**src/rtl/ex_resolve_stage_pkg.sv**
```systemverilog
// Shared definitions for the EX resolve stage: branch encodings,
// exception causes and the control state enum.
package ex_resolve_stage_pkg;

    localparam int         XLEN_DEF    = 32;
    localparam logic [4:0] EXC_CODE_OV = 5'd12;

    typedef enum logic [2:0] {
        BR_NONE = 3'd0,
        BR_BEQ  = 3'd1,
        BR_BNE  = 3'd2,
        BR_BLTZ = 3'd3,
        BR_BGEZ = 3'd4,
        BR_BLEZ = 3'd5,
        BR_BGTZ = 3'd6
    } br_type_e;

    typedef enum logic {
        RUN      = 1'b0,
        EXC_WAIT = 1'b1
    } state_e;

endpackage

```
**src/rtl/ex_resolve_stage_if.sv**
```systemverilog
// Bundle of the EX-side, MEM-side, redirect and exception signals around
// the resolve stage. "slave" is the resolve stage, "master" its environment.
interface ex_resolve_stage_if #(
    parameter int XLEN = 32
);
    logic            ex_valid;
    logic            ex_ready;
    logic            ex_epoch;
    logic [XLEN-1:0] ex_pc;
    logic [2:0]      ex_br_type;
    logic [XLEN-1:0] ex_br_target;
    logic            ex_ovf_trap;
    logic [4:0]      ex_rd;
    logic            ex_reg_write;
    logic [XLEN-1:0] alu_out;
    logic            alu_zero;
    logic            alu_less;
    logic            alu_overflow;
    logic            mem_valid;
    logic            mem_ready;
    logic [XLEN-1:0] mem_alu_out;
    logic [4:0]      mem_rd;
    logic            mem_reg_write;
    logic [XLEN-1:0] mem_pc;
    logic            redirect_valid;
    logic [XLEN-1:0] redirect_pc;
    logic            exc_valid;
    logic            exc_ack;
    logic [XLEN-1:0] exc_epc;
    logic            exc_bd;
    logic [4:0]      exc_code;

    modport slave (
        input  ex_valid, ex_epoch, ex_pc, ex_br_type, ex_br_target, ex_ovf_trap,
               ex_rd, ex_reg_write, alu_out, alu_zero, alu_less, alu_overflow,
               mem_ready, exc_ack,
        output ex_ready, mem_valid, mem_alu_out, mem_rd, mem_reg_write, mem_pc,
               redirect_valid, redirect_pc, exc_valid, exc_epc, exc_bd, exc_code
    );

    modport master (
        output ex_valid, ex_epoch, ex_pc, ex_br_type, ex_br_target, ex_ovf_trap,
               ex_rd, ex_reg_write, alu_out, alu_zero, alu_less, alu_overflow,
               mem_ready, exc_ack,
        input  ex_ready, mem_valid, mem_alu_out, mem_rd, mem_reg_write, mem_pc,
               redirect_valid, redirect_pc, exc_valid, exc_epc, exc_bd, exc_code
    );

endinterface

```
**src/rtl/ex_resolve_stage_branch_cond.sv**
```systemverilog
// Branch condition decode from the ALU Zero/Less flags. Unused encoding 7
// behaves like "no branch".
module branch_cond
    import ex_resolve_stage_pkg::*;
(
    input  logic [2:0] i_br_type,
    input  logic       i_alu_zero,
    input  logic       i_alu_less,
    output logic       o_taken
);

    // Map branch type and flags to the taken decision
    always_comb begin
        o_taken = 1'b0;
        case (i_br_type)
            BR_BEQ:  o_taken = i_alu_zero;
            BR_BNE:  o_taken = !i_alu_zero;
            BR_BLTZ: o_taken = i_alu_less;
            BR_BGEZ: o_taken = !i_alu_less;
            BR_BLEZ: o_taken = i_alu_less || i_alu_zero;
            BR_BGTZ: o_taken = !i_alu_less && !i_alu_zero;
            default: o_taken = 1'b0;
        endcase
    end

endmodule

```
**src/rtl/ex_resolve_stage.sv**
```systemverilog
// EX resolve stage: resolves branches into a one-cycle fetch redirect,
// raises the overflow exception and forwards surviving results to MEM.
// An epoch bit squashes wrong-path instructions; the single instruction
// after a taken branch (delay slot) is always kept.
module ex_resolve_stage
    import ex_resolve_stage_pkg::*;
#(
    parameter int         XLEN   = XLEN_DEF,
    parameter logic [4:0] EXC_OV = EXC_CODE_OV
) (
    input  logic              clk,
    input  logic              rst,
    ex_resolve_stage_if.slave bus
);

    state_e          r_state;
    state_e          w_state_next;
    logic            r_cur_epoch;
    logic            r_ds_pending;
    logic [XLEN-1:0] r_ds_pc;

    logic            r_mem_valid;
    logic [XLEN-1:0] r_mem_alu_out;
    logic [4:0]      r_mem_rd;
    logic            r_mem_reg_write;
    logic [XLEN-1:0] r_mem_pc;
    logic            r_redirect_valid;
    logic [XLEN-1:0] r_redirect_pc;
    logic            r_exc_valid;
    logic [XLEN-1:0] r_exc_epc;
    logic            r_exc_bd;
    logic [4:0]      r_exc_code;

    logic            w_ex_ready;
    logic            w_accept;
    logic            w_live;
    logic            w_taken;
    logic            w_trap;
    logic            w_redirect;
    logic            w_ack;

    branch_cond u_branch_cond (
        .i_br_type  (bus.ex_br_type),
        .i_alu_zero (bus.alu_zero),
        .i_alu_less (bus.alu_less),
        .o_taken    (w_taken)
    );

    // ex_ready is forced low while reset is held so every output reads 0
    assign w_ex_ready = !rst && (r_state == RUN) && (!r_mem_valid || bus.mem_ready);
    assign w_accept   = bus.ex_valid && w_ex_ready;
    assign w_live     = w_accept && ((bus.ex_epoch == r_cur_epoch) || r_ds_pending);
    assign w_trap     = w_live && bus.ex_ovf_trap && bus.alu_overflow;
    assign w_redirect = w_live && w_taken && !w_trap;
    assign w_ack      = (r_state == EXC_WAIT) && bus.exc_ack && r_exc_valid;

    // Next-state logic: enter EXC_WAIT on a trap, leave on acknowledge
    always_comb begin
        w_state_next = r_state;
        case (r_state)
            RUN:      if (w_trap) w_state_next = EXC_WAIT;
            EXC_WAIT: if (w_ack)  w_state_next = RUN;
            default:  w_state_next = RUN;
        endcase
    end

    // Control state register
    always_ff @(posedge clk or posedge rst) begin
        if (rst) r_state <= RUN;
        else     r_state <= w_state_next;
    end

    // Epoch and delay-slot tracking; a taken branch in a delay slot opens a new slot
    always_ff @(posedge clk or posedge rst) begin
        if (rst) begin
            r_cur_epoch  <= 1'b0;
            r_ds_pending <= 1'b0;
            r_ds_pc      <= '0;
        end else if (w_live) begin
            if (w_redirect) begin
                r_cur_epoch  <= !r_cur_epoch;
                r_ds_pending <= 1'b1;
                r_ds_pc      <= bus.ex_pc;
            end else begin
                r_ds_pending <= 1'b0;
            end
        end else if (w_ack) begin
            r_cur_epoch  <= !r_cur_epoch;
            r_ds_pending <= 1'b0;
        end
    end

    // MEM entry: load live non-trapping results, drain when MEM takes the entry
    always_ff @(posedge clk or posedge rst) begin
        if (rst) begin
            r_mem_valid     <= 1'b0;
            r_mem_alu_out   <= '0;
            r_mem_rd        <= '0;
            r_mem_reg_write <= 1'b0;
            r_mem_pc        <= '0;
        end else if (w_live && !w_trap) begin
            r_mem_valid     <= 1'b1;
            r_mem_alu_out   <= bus.alu_out;
            r_mem_rd        <= bus.ex_rd;
            r_mem_reg_write <= bus.ex_reg_write;
            r_mem_pc        <= bus.ex_pc;
        end else if (bus.mem_ready) begin
            r_mem_valid     <= 1'b0;
        end
    end

    // Redirect pulse is a plain register so it lasts exactly one cycle
    always_ff @(posedge clk or posedge rst) begin
        if (rst) begin
            r_redirect_valid <= 1'b0;
            r_redirect_pc    <= '0;
        end else begin
            r_redirect_valid <= w_redirect;
            if (w_redirect) r_redirect_pc <= bus.ex_br_target;
        end
    end

    // Exception request: captured on the trap, held until acknowledged
    always_ff @(posedge clk or posedge rst) begin
        if (rst) begin
            r_exc_valid <= 1'b0;
            r_exc_epc   <= '0;
            r_exc_bd    <= 1'b0;
            r_exc_code  <= '0;
        end else if (w_trap) begin
            r_exc_valid <= 1'b1;
            r_exc_epc   <= r_ds_pending ? r_ds_pc : bus.ex_pc;
            r_exc_bd    <= r_ds_pending;
            r_exc_code  <= EXC_OV;
        end else if (w_ack) begin
            r_exc_valid <= 1'b0;
        end
    end

    assign bus.ex_ready       = w_ex_ready;
    assign bus.mem_valid      = r_mem_valid;
    assign bus.mem_alu_out    = r_mem_alu_out;
    assign bus.mem_rd         = r_mem_rd;
    assign bus.mem_reg_write  = r_mem_reg_write;
    assign bus.mem_pc         = r_mem_pc;
    assign bus.redirect_valid = r_redirect_valid;
    assign bus.redirect_pc    = r_redirect_pc;
    assign bus.exc_valid      = r_exc_valid;
    assign bus.exc_epc        = r_exc_epc;
    assign bus.exc_bd         = r_exc_bd;
    assign bus.exc_code       = r_exc_code;

endmodule

```
**src/flat_wrapper.sv**
```systemverilog
// flat-port wrapper written by rule: the top's interface ports become plain ports
module ex_resolve_stage_flat import ex_resolve_stage_pkg::*;
#(
    parameter int         XLEN   = XLEN_DEF,
    parameter logic [4:0] EXC_OV = EXC_CODE_OV
)
  (clk, rst, bus_ex_valid, bus_ex_epoch, bus_ex_pc, bus_ex_br_type, bus_ex_br_target, bus_ex_ovf_trap, bus_ex_rd, bus_ex_reg_write, bus_alu_out, bus_alu_zero, bus_alu_less, bus_alu_overflow, bus_mem_ready, bus_exc_ack, bus_ex_ready, bus_mem_valid, bus_mem_alu_out, bus_mem_rd, bus_mem_reg_write, bus_mem_pc, bus_redirect_valid, bus_redirect_pc, bus_exc_valid, bus_exc_epc, bus_exc_bd, bus_exc_code);
  ex_resolve_stage_if #(.XLEN(XLEN)) bus_i ();
  input  logic clk;
  input  logic rst;
  input wire logic [$bits(bus_i.ex_valid)-1:0] bus_ex_valid;
  input wire logic [$bits(bus_i.ex_epoch)-1:0] bus_ex_epoch;
  input wire logic [$bits(bus_i.ex_pc)-1:0] bus_ex_pc;
  input wire logic [$bits(bus_i.ex_br_type)-1:0] bus_ex_br_type;
  input wire logic [$bits(bus_i.ex_br_target)-1:0] bus_ex_br_target;
  input wire logic [$bits(bus_i.ex_ovf_trap)-1:0] bus_ex_ovf_trap;
  input wire logic [$bits(bus_i.ex_rd)-1:0] bus_ex_rd;
  input wire logic [$bits(bus_i.ex_reg_write)-1:0] bus_ex_reg_write;
  input wire logic [$bits(bus_i.alu_out)-1:0] bus_alu_out;
  input wire logic [$bits(bus_i.alu_zero)-1:0] bus_alu_zero;
  input wire logic [$bits(bus_i.alu_less)-1:0] bus_alu_less;
  input wire logic [$bits(bus_i.alu_overflow)-1:0] bus_alu_overflow;
  input wire logic [$bits(bus_i.mem_ready)-1:0] bus_mem_ready;
  input wire logic [$bits(bus_i.exc_ack)-1:0] bus_exc_ack;
  output wire logic [$bits(bus_i.ex_ready)-1:0] bus_ex_ready;
  output wire logic [$bits(bus_i.mem_valid)-1:0] bus_mem_valid;
  output wire logic [$bits(bus_i.mem_alu_out)-1:0] bus_mem_alu_out;
  output wire logic [$bits(bus_i.mem_rd)-1:0] bus_mem_rd;
  output wire logic [$bits(bus_i.mem_reg_write)-1:0] bus_mem_reg_write;
  output wire logic [$bits(bus_i.mem_pc)-1:0] bus_mem_pc;
  output wire logic [$bits(bus_i.redirect_valid)-1:0] bus_redirect_valid;
  output wire logic [$bits(bus_i.redirect_pc)-1:0] bus_redirect_pc;
  output wire logic [$bits(bus_i.exc_valid)-1:0] bus_exc_valid;
  output wire logic [$bits(bus_i.exc_epc)-1:0] bus_exc_epc;
  output wire logic [$bits(bus_i.exc_bd)-1:0] bus_exc_bd;
  output wire logic [$bits(bus_i.exc_code)-1:0] bus_exc_code;
  assign bus_i.ex_valid = bus_ex_valid;
  assign bus_i.ex_epoch = bus_ex_epoch;
  assign bus_i.ex_pc = bus_ex_pc;
  assign bus_i.ex_br_type = bus_ex_br_type;
  assign bus_i.ex_br_target = bus_ex_br_target;
  assign bus_i.ex_ovf_trap = bus_ex_ovf_trap;
  assign bus_i.ex_rd = bus_ex_rd;
  assign bus_i.ex_reg_write = bus_ex_reg_write;
  assign bus_i.alu_out = bus_alu_out;
  assign bus_i.alu_zero = bus_alu_zero;
  assign bus_i.alu_less = bus_alu_less;
  assign bus_i.alu_overflow = bus_alu_overflow;
  assign bus_i.mem_ready = bus_mem_ready;
  assign bus_i.exc_ack = bus_exc_ack;
  assign bus_ex_ready = bus_i.ex_ready;
  assign bus_mem_valid = bus_i.mem_valid;
  assign bus_mem_alu_out = bus_i.mem_alu_out;
  assign bus_mem_rd = bus_i.mem_rd;
  assign bus_mem_reg_write = bus_i.mem_reg_write;
  assign bus_mem_pc = bus_i.mem_pc;
  assign bus_redirect_valid = bus_i.redirect_valid;
  assign bus_redirect_pc = bus_i.redirect_pc;
  assign bus_exc_valid = bus_i.exc_valid;
  assign bus_exc_epc = bus_i.exc_epc;
  assign bus_exc_bd = bus_i.exc_bd;
  assign bus_exc_code = bus_i.exc_code;
  ex_resolve_stage #(.XLEN(XLEN), .EXC_OV(EXC_OV)) u_core (.clk(clk), .rst(rst), .bus(bus_i));
endmodule
```
**config.mk**
```make
export PLATFORM = sky130hd
export DESIGN_NAME = ex_resolve_stage_flat
export DESIGN_NICKNAME = d
export VERILOG_FILES = /design/src/rtl/ex_resolve_stage_pkg.sv /design/src/rtl/ex_resolve_stage_if.sv /design/src/rtl/ex_resolve_stage_branch_cond.sv /design/src/rtl/ex_resolve_stage.sv /design/src/flat_wrapper.sv
export SDC_FILE = /design/constraint.sdc
export NUM_CORES = 1
export LEC_CHECK = 0
export CORE_AREA = 2 2 157 159
export DETAILED_ROUTE_END_ITERATION = 12
export DIE_AREA = 0 0 159 161
export GPL_TIMING_DRIVEN = 0
export PLACE_DENSITY = 0.64
export RECOVER_POWER = 25
export SYNTH_ARGS = -nofsm -noshare
export SYNTH_HDL_FRONTEND = slang
export SYNTH_SLANG_ARGS = --single-unit
```
**constraint.sdc**
```tcl
create_clock -name clk -period 22.1 [get_ports clk]
set_input_delay 3.315 -clock clk [delete_from_list [all_inputs] [get_ports clk]]
set_output_delay 3.315 -clock clk [all_outputs]
set_load 0.02 [all_outputs]
```
==> impl_metrics.py, run 1 <==
metrics = {
    "run_status": {
        "status": "finished with violations",
        "failed_checks": "max-capacitance violations, max-slew violations",
    },
    "timing": {
        "period_minus_slack_ns": 14.12,
        "rsz0062_at_grt": "no",
        "max_freq_mhz": 70.8,
        "relSlewSlack_pct": -231,
        "tightest_slew_ns": 4.96,
        "period_share_pct": 63.9,
        "slew_violations": 179,
        "fin_tns_setup_ns": 0,
        "setup_violations": 0,
        "hold_viol_final": 0,
        "fin_worst_skew_ns": 0.0122,
    },
    "logic_synthesis": {
        "yosysWarnings": 0,
        "async_flop_share_pct": 100,
        "ys_seq_area_share_pct": 61.5,
        "ys_ff_latch": 174,
        "synth_edf_count": 0,
        "synthDistinctLibCells": 31,
        "synthesis.area_mm2": 0.00708,
        "avgSynthCellArea_um2": 15.2,
        "synthFlopType": "dfrtp_1",
        "syn-instance-count": 466,
    },
    "global_routing": {
        "grt_first_pass_wirelength_um": 28500,
        "grt_use_met3_pct": 5.65,
        "busiest_layer": "met2",
        "grt_usage_pct": 14.3,
        "met2_usage_pct": 23.4,
        "grt_pass1_vias": 4981,
        "gr-total-overflow": 0,
        "antenna_found_initial": 0,
        "use_met1_pct": 17.7,
        "grt_start_max_net_pins": 95,
    },
    "power": {
        "p_leak_uw": 0.00479,
        "p_per_area_mw_per_mm2": 61.2,
        "ir_worst_vdd_mv": 0.0406,
        "finalPower_uw": 650,
    },
    "setup_path": {
        "cp_max_fo": 94,
        "worstSetupPathType": "in -> out",
        "r2r_cells": 6,
        "end_kind": "primary output",
        "r2r_start": "u_core.bus.mem_valid",
        "r2r-end": "u_core.bus.mem_alu_out[2]",
        "crit_arrival_ns": 10.80,
        "cp.required_ns": 18.78,
        "worstSetupStartpointType": "input pin",
        "regToRegSetupSlack_ns": 19.70,
    },
    "routing": {
        "routed_wl_um": 18000,
        "drc": 0,
        "firstDrtPassIters": 4,
        "vias_per_cell": 4.35,
        "drtIter0Drc": 149,
        "antenna_left": 0,
        "num_vias": 4692,
        "wire_per_inst_um": 16.7,
    },
    "worst_hold_path": {
        "hold_end": "u_core.bus.exc_epc[7]",
        "worstHoldPathType": "reg -> reg",
        "holdPathStages": 2,
        "hold_path.startpoint": "u_core.bus.exc_epc[7]",
    },
    "floorplanning": {
        "io_pins": 259,
        "design.core.area_mm2": 0.0240,
        "die_x_um": 159,
        "die_area_mm2": 0.0256,
        "fp.dieH_um": 161,
        "start_util_pct": 29.5,
        "num_rows": 57,
    },
    "run": {
        "cap_violations": 2,
    },
    "clock_tree": {
        "cts-root-buf": "clkbuf_16",
        "numCtsBuffers": 17,
        "clock_latency_ns": 0.42,
        "cts_tree": "yes",
        "cts.sinks": 174,
        "holdBufCountCts": 0,
        "cts_resized": 0,
        "post_cts_buffers": 0,
        "h-tree-depth": 4,
        "cts_buffer_depth": 2,
        "clkTransAtPathRegs_ns": 0.06,
    },
    "cells_and_area": {
        "layout-drive-gt1-share_pct": 25.4,
        "antenna_cells": 0,
        "layout.cells.non_filler": 1079,
        "area_delta_synth_final_pct": 50.1,
        "finalNetCount": 858,
    },
    "placement": {
        "io_buffers": 255,
        "place_hpwl_um": 12500,
        "place_inst": 1048,
        "gp_congestion": 0.721,
    },
}
## power by group
group          internal (uW)  switching, uW
Clock                    172            127
Sequential               318              0
Combinational           19.6           12.9
Total                    510            140
## registers in the layout, indices dropped and copies added, names as in the netlist, 5 cells and up
register and count:
u_core.r_ds_pc 32, u_core.bus.redirect_pc 32, u_core.bus.mem_pc 32, u_core.bus.mem_rd 5, u_core.bus.exc_epc 32, u_core.bus.mem_alu_out 32
## per-stage QoR
stage	hold WS (ns)	instance area (um2)	setup WS [ns]	utilization (%)
detailed placement	0.469	10100	12.85	42.0
CTS	0.485	10600	12.87	44.4
global placement	0.460	10000	6.88	41.9
finish	0.475	10600	7.98	44.3
global route	0.501	10600	6.54	44.3
floorplan	0.462	7080	10.17	-
## cells in the final DEF, fill, tap and decap left out, types with 2 or more instances in the layout
master             n
clkdlybuf4s50_1  254
dfrtp_1          174
mux2_2            94
mux2_4            40
nand2_1           38
o21ai_0           33
mux2i_1           32
clkbuf_16         17
buf_2             11
clkbuf_1          11
buf_4              6
buf_12             5
clkinv_2           4
inv_1              3
conb_1             3
o221ai_1           2
bufinv_16          2
clkbuf_8           2
clkinvlp_4         2
## worst max path at each step
stage / startpoint / endpoint / slack, ns / cells past startpoint
6_report: rst / bus_ex_ready / 7.98 / 5
5_1_grt: rst / bus_ex_ready / 6.54 / 5
4_1_cts: rst / bus_ex_ready / 12.87 / 5
3_5_place_dp: rst / bus_ex_ready / 12.85 / 5
3_3_place_gp: rst / bus_ex_ready / 6.88 / 4
2_1_floorplan: rst / bus_ex_ready / 10.17 / 2
## final cells by class
cell class | instances | area (um2)
multi-input combinational | 258 | 2470
sequential | 174 | 4350
fill | 2246 | 13300
tap | 324 | 405
timing repair buffer | 256 | 2560
buffer | 31 | 241
inverter | 5 | 20.0
clock buffer | 21 | 460
clock inverter | 10 | 113
## worst max-delay path, cell delays in order
cell	delay, ns
dlygate4sd3_1	0.54
clkinvlp_2	2.08
clkbuf_1	3.61
and3_1	0.52
clkdlybuf4s50_1	0.65
## cell usage after synthesis (all sizes together), types with 2 or more instances
cell type | number | area share, %
buf | 23 | 3.0
clkbuf | 8 | 0.42
clkinv | 2 | 0.11
dfrtp | 174 | 62
inv | 3 | 0.16
mux2 | 135 | 24
mux2i | 32 | 4.5
nand2 | 38 | 2.0
nand2b | 2 | 0.21
nor2 | 2 | 0.34
o21ai | 33 | 2.3
o221ai | 2 | 0.25
## kinds of logic (layout without fill, tap and decap cells)
family                    Yosys count  count (layout)  share of synthesized area, %
other                               1               3                        0.0530
DFF                               174             174                          61.5
buffers and inverters              36             323                          3.68
muxes                             167             167                          28.1
xor gates and xnor gates            2               2                         0.248
and+or+nand+nor                    48              48                          3.41
AOI/OAI and AO/OA                  38              38                          2.95
## routing by layer
metal	wire, um	vias to the layer above
li1	-	2166
met2	8800	159
met5	0	-
met3	1440	10
met4	138	0
met1	7670	2357
Power figures use the tool's default switching activity.
==> inputs of run 2 (changes only) <==
--- a/config.mk
+++ b/config.mk
@@ -9,7 +9,7 @@
 export DETAILED_ROUTE_END_ITERATION = 12
 export DIE_AREA = 0 0 159 161
 export GPL_TIMING_DRIVEN = 0
-export PLACE_DENSITY = 0.64
+export PLACE_DENSITY = 0.66
 export RECOVER_POWER = 25
 export SYNTH_ARGS = -nofsm -noshare
 export SYNTH_HDL_FRONTEND = slang
==> constraint.sdc (replaced) <==
create_clock -name clk -period 11.3 [get_ports clk]
set_input_delay 1.695 -clock clk [delete_from_list [all_inputs] [get_ports clk]]
set_output_delay 1.695 -clock clk [all_outputs]
set_load 0.02 [all_outputs]
==> impl_metrics.py, run 2 (synthesis gave the netlist of run 1 again) <==
metrics = {
    "clock_tree": {
        "clkTransAtPathRegs_ns": 0.07,
        "cts-root-buf": "clkbuf_16",
        "cts_tree": "yes",
        "post_cts_buffers": 0,
        "h-tree-depth": 4,
        "cts_resized": 0,
        "cts_buffer_depth": 2,
        "numCtsBuffers": 17,
        "cts.sinks": 174,
        "clock_latency_ns": 0.42,
        "holdBufCountCts": 0,
    },
    "routing": {
        "vias_per_cell": 4.36,
        "routed_wl_um": 17500,
        "antenna_left": 0,
        "num_vias": 4712,
        "drtIter0Drc": 158,
        "drc": 0,
        "wire_per_inst_um": 16.2,
        "firstDrtPassIters": 4,
    },
    "timing": {
        "relSlewSlack_pct": -215,
        "setup_violations": 0,
        "max_freq_mhz": 146,
        "period_minus_slack_ns": 6.87,
        "tightest_slew_ns": 4.73,
        "rsz0062_at_grt": "no",
        "period_share_pct": 60.8,
        "hold_ws_ns": 0.479,
        "slew_violations": 89,
        "fin_tns_setup_ns": 0,
        "fin_worst_skew_ns": 0.00906,
        "hold_viol_final": 0,
    },
    "setup_path": {
        "worstSetupStartpointType": "input pin",
        "end_kind": "async pin",
        "crit_arrival_ns": 6.27,
        "cp.required_ns": 10.70,
        "cp_max_fo": 89,
        "worstSetupPathType": "in -> async",
    },
    "cells_and_area": {
        "antenna_cells": 0,
        "final_cell_mix": "clkdlybuf4s50_1 (254), dfrtp_1 (174), mux2_2 (94)",
        "finalNetCount": 858,
        "layout.cells.non_filler": 1080,
        "layout-drive-gt1-share_pct": 25.5,
        "final_area_mm2": 0.0106,
        "layout_commonest_cell": "clkdlybuf4s50_1",
        "area_delta_synth_final_pct": 50.0,
    },
    "global_routing": {
        "antenna_found_initial": 0,
        "gr-total-overflow": 0,
        "grt_usage_pct": 14.1,
        "grt_first_pass_wirelength_um": 28300,
        "grt_pass1_vias": 5030,
        "grt_start_max_net_pins": 90,
    },
    "placement": {
        "gp_congestion": 0.769,
        "dpl_cell_area_mm2": 0.0101,
        "io_buffers": 255,
        "place_inst": 1048,
        "place_hpwl_um": 12400,
    },
    "worst_hold_path": {
        "worstHoldPathType": "reg -> reg",
    },
    "floorplanning": {
        "start_util_pct": 29.5,
        "die_area_mm2": 0.0256,
        "design.core.area_mm2": 0.0240,
        "num_rows": 57,
        "fp.dieH_um": 161,
        "io_pins": 259,
        "die_x_um": 159,
    },
    "power": {
        "finalPower_uw": 1260,
        "ir_worst_vdd_mv": 0.0924,
        "power_frac_clock_pct": 45.5,
        "comb_power_share_pct": 5.1,
        "switching_share_pct": 22.3,
        "p_int_uw": 978,
        "p_leak_uw": 0.00478,
        "p_per_area_mw_per_mm2": 119,
        "switchingPower_uw": 280,
        "seqPwrFrac_pct": 49.5,
    },
    "run": {
        "cap_violations": 1,
    },
    "run_status": {
        "failed_checks": "max-capacitance violations, max-slew violations",
        "status": "finished with violations",
    },
}
[run 2: cell types whose count changed in the layout (fill, tap and decap cells not counted), sizes merged]
cell      change
bufinv        -1
clkinv        -3
clkinvlp      +3
inv           +2
[run 2: layout make-up]
class,count,area (um2)
inverter,5,23.8
tap,324,405
clock inverter,11,106
fill,2261,13300
sequential,174,4350
multi-input combinational,258,2470
buffer,31,241
timing repair buffer,256,2560
clock buffer,21,460
[run 2: path summary, 6_finish.rpt]
kind / start / to / slack [ns] / cells past startpoint
setup reg to reg: u_core.bus.mem_valid / u_core.bus.mem_alu_out[15] / 9.02 / 6
hold reg to reg: u_core.bus.exc_epc[8] / u_core.bus.exc_epc[8] / 0.48 / 2
hold / removal: u_core.bus.exc_epc[8] / u_core.bus.exc_epc[8] / 0.48 / 2
max in group clk: rst / bus_ex_ready / 5.67 / 4
setup / recovery: rst / u_core.r_ds_pc[24] / 4.43 / 3
min in group asynchronous: rst / u_core.bus.mem_pc[8] / 1.89 / 2
[run 2: metrics by stage]
| stage | utilization, % | setup WS [ns] |
|---|---|---|
| global route | 44.3 | 3.15 |
| finish | 44.3 | 4.43 |
| floorplan | - | 2.61 |
| global placement | 41.9 | -0.583 |
| detailed placement | 42.0 | 5.64 |
| CTS | 44.4 | 5.64 |
[run 2: power groups by stage]
stage               Sequential, uW  Combinational, uW  Clock, uW
detailed placement             634               66.0          0
global route                   622               70.3        621
CTS                            622               66.3        593
finish                         623               63.7        572
global placement               635               64.2          0
floorplan                      635               16.5          0
[run 2: critical path, stage by stage]
cell and delay [ns]:
dlygate4sd3_1 0.58, clkinv_4 0.55, clkbuf_1 3.35
[run 2: layer usage]
metal	part of all wire, %	wire [um]	GRT usage [%]	up-vias
li1	-	-	-	2176
met1	44	7760	18.1	2341
met2	46	8110	22.0	174
met3	7.7	1350	5.47	21
met4	1.8	314	4.38	0
met5	0	0	0	-
==> inputs of run 3 (changes only) <==
==> constraint.sdc (replaced) <==
create_clock -name clk -period 6 [get_ports clk]
set_input_delay 0.9 -clock clk [delete_from_list [all_inputs] [get_ports clk]]
set_output_delay 0.9 -clock clk [all_outputs]
set_load 0.02 [all_outputs]
==> impl_metrics.py, run 3 (synthesis gave the netlist of run 1 again) <==
metrics = {
    "run_status": {
        "status": "finished with violations",
        "failed_checks": "max-capacitance violations, max-slew violations",
    },
    "cells_and_area": {
        "layout_commonest_cell": "clkdlybuf4s50_1",
        "final_cell_mix": "clkdlybuf4s50_1 (254), dfrtp_1 (174), mux2_2 (94)",
        "area_delta_synth_final_pct": 51.5,
        "finalNetCount": 858,
        "antenna_cells": 0,
        "layout-drive-gt1-share_pct": 25.9,
        "fillers": 2241,
        "final_area_mm2": 0.0107,
    },
    "timing": {
        "rsz0062_at_grt": "no",
        "relSlewSlack_pct": -73.6,
        "setup_violations": 0,
        "hold_viol_final": 0,
        "slew_violations": 104,
        "max_freq_mhz": 262,
        "period_share_pct": 63.7,
        "period_minus_slack_ns": 3.82,
        "fin_worst_skew_ns": 0.0107,
        "tightest_slew_ns": 2.60,
        "fin_tns_setup_ns": 0,
    },
    "clock_tree": {
        "cts-root-buf": "clkbuf_16",
        "cts_tree": "yes",
        "clkTransAtPathRegs_ns": 0.07,
        "holdBufCountCts": 0,
        "post_cts_buffers": 0,
        "clock_latency_ns": 0.42,
        "h-tree-depth": 4,
        "cts_buffer_depth": 2,
        "numCtsBuffers": 17,
        "cts.sinks": 174,
        "cts_resized": 0,
    },
    "setup_path": {
        "cp_cell_sequence": "dlygate4sd3_1 -> clkinv_8 -> clkbuf_2",
        "r2r_start": "u_core.bus.mem_valid",
        "r2r-end": "u_core.bus.mem_alu_out[16]",
        "worstSetupStartpointType": "input pin",
        "regToRegSetupSlack_ns": 3.79,
        "end_kind": "async pin",
        "crit_family": "buffers and inverters",
        "cp_max_fo": 103,
        "slowest_delay_ns": 1.87,
        "cp.required_ns": 5.98,
        "r2r_cells": 6,
        "crit_buf_inv": 3,
        "worstSetupPathType": "in -> async",
        "crit_arrival_ns": 3.80,
        "cp_slowest_cell": "clkbuf_2",
    },
    "floorplanning": {
        "die_area_mm2": 0.0256,
        "design.core.area_mm2": 0.0240,
        "io_pins": 259,
        "die_x_um": 159,
        "start_util_pct": 29.5,
        "num_rows": 57,
        "fp.dieH_um": 161,
    },
    "power": {
        "finalPower_uw": 2540,
        "p_leak_uw": 0.00484,
        "ir_worst_vdd_mv": 0.161,
        "p_per_area_mw_per_mm2": 237,
    },
    "worst_hold_path": {
        "worstHoldPathType": "reg -> reg",
        "hold_end": "u_core.bus.exc_epc[8]",
        "holdPathStages": 2,
        "hold_path.startpoint": "u_core.bus.exc_epc[8]",
    },
    "run": {
        "cap_violations": 1,
    },
    "placement": {
        "io_buffers": 255,
        "dpl_cell_area_mm2": 0.0101,
        "gp_congestion": 0.716,
        "place_hpwl_um": 12300,
    },
    "routing": {
        "vias_per_cell": 4.36,
        "wire_per_inst_um": 16.3,
        "drtIter0Drc": 168,
        "antenna_left": 0,
        "drc": 0,
        "firstDrtPassIters": 4,
        "routed_wl_um": 17600,
        "num_vias": 4708,
    },
    "global_routing": {
        "grt_start_max_net_pins": 104,
        "grt_first_pass_wirelength_um": 28300,
        "gr-total-overflow": 0,
        "antenna_found_initial": 0,
        "grt_pass1_vias": 5028,
        "grt_usage_pct": 14.0,
    },
}
==> run 3: changes by cell type in the layout (fill, tap and decap cells not counted), sizes merged <==
cell,before,now
inv,6,9
clkinv,3,4
clkinvlp,6,2
bufinv,1,5
clkbuf,30,26
==> run 3: worst min-delay path, stage by stage, from the launching register on <==
cell and delay, ns:
dfrtp_1 0.34, nand2_1 0.04, o21ai_0 0.05
==> run 3: per-stage QoR <==
stage	util [%]	instances	hold WS, ns	worst slack, ns
5_1_grt	44.7	1080	0.508	1.47
2_1_floorplan	-	468	0.462	1.47
3_3_place_gp	41.9	1047	0.460	-0.609
6_report	44.7	1080	0.477	2.18
3_5_place_dp	42.1	1048	0.472	2.33
4_1_cts	44.8	1080	0.487	2.32
==> run 3: how the worst max path moves through the flow <==
stage          startpoint            endpoint  slack [ns]  depth (start not counted)
2_1_floorplan         rst        bus_ex_ready        1.47                          2
3_5_place_dp          rst        bus_ex_ready        2.33                          4
6_report              rst  u_core.r_ds_pc[30]        2.18                          3
5_1_grt               rst  u_core.r_ds_pc[30]        1.47                          3
3_3_place_gp          rst        bus_ex_ready       -0.61                          4
4_1_cts               rst        bus_ex_ready        2.32                          4
==> run 3: cell type report <==
class                   count  area [um2]  area share, %
plain buffers              31         241           2.25
clock buffers              17         425           3.97
clock inverters            15         233           2.17
inverters                   5        31.3          0.292
multi-input cells         258        2470           23.0
flip-flops and latches    174        4350           40.6
well taps                 324         405           3.78
repair buffers            256        2560           23.9
==> run 3: report_power, final <==
group | internal (uW) | leakage, uW | switching, uW
sequential | 1170 | 0.00243 | 0
combinational | 72.5 | 0.00210 | 47.8
clock | 750 | 0.000318 | 499
total | 1990 | 0.00484 | 547
==> run 3: per-layer routing <==
metal	vias up	part of all wire [%]	GRT usage, %	routed length (um)
li1	2170	-	-	-
met1	2351	44	18.1	7800
met2	174	46	22.1	8170
met3	13	8.4	6.01	1480
met4	0	1.0	3.06	179
met5	-	0	0	0
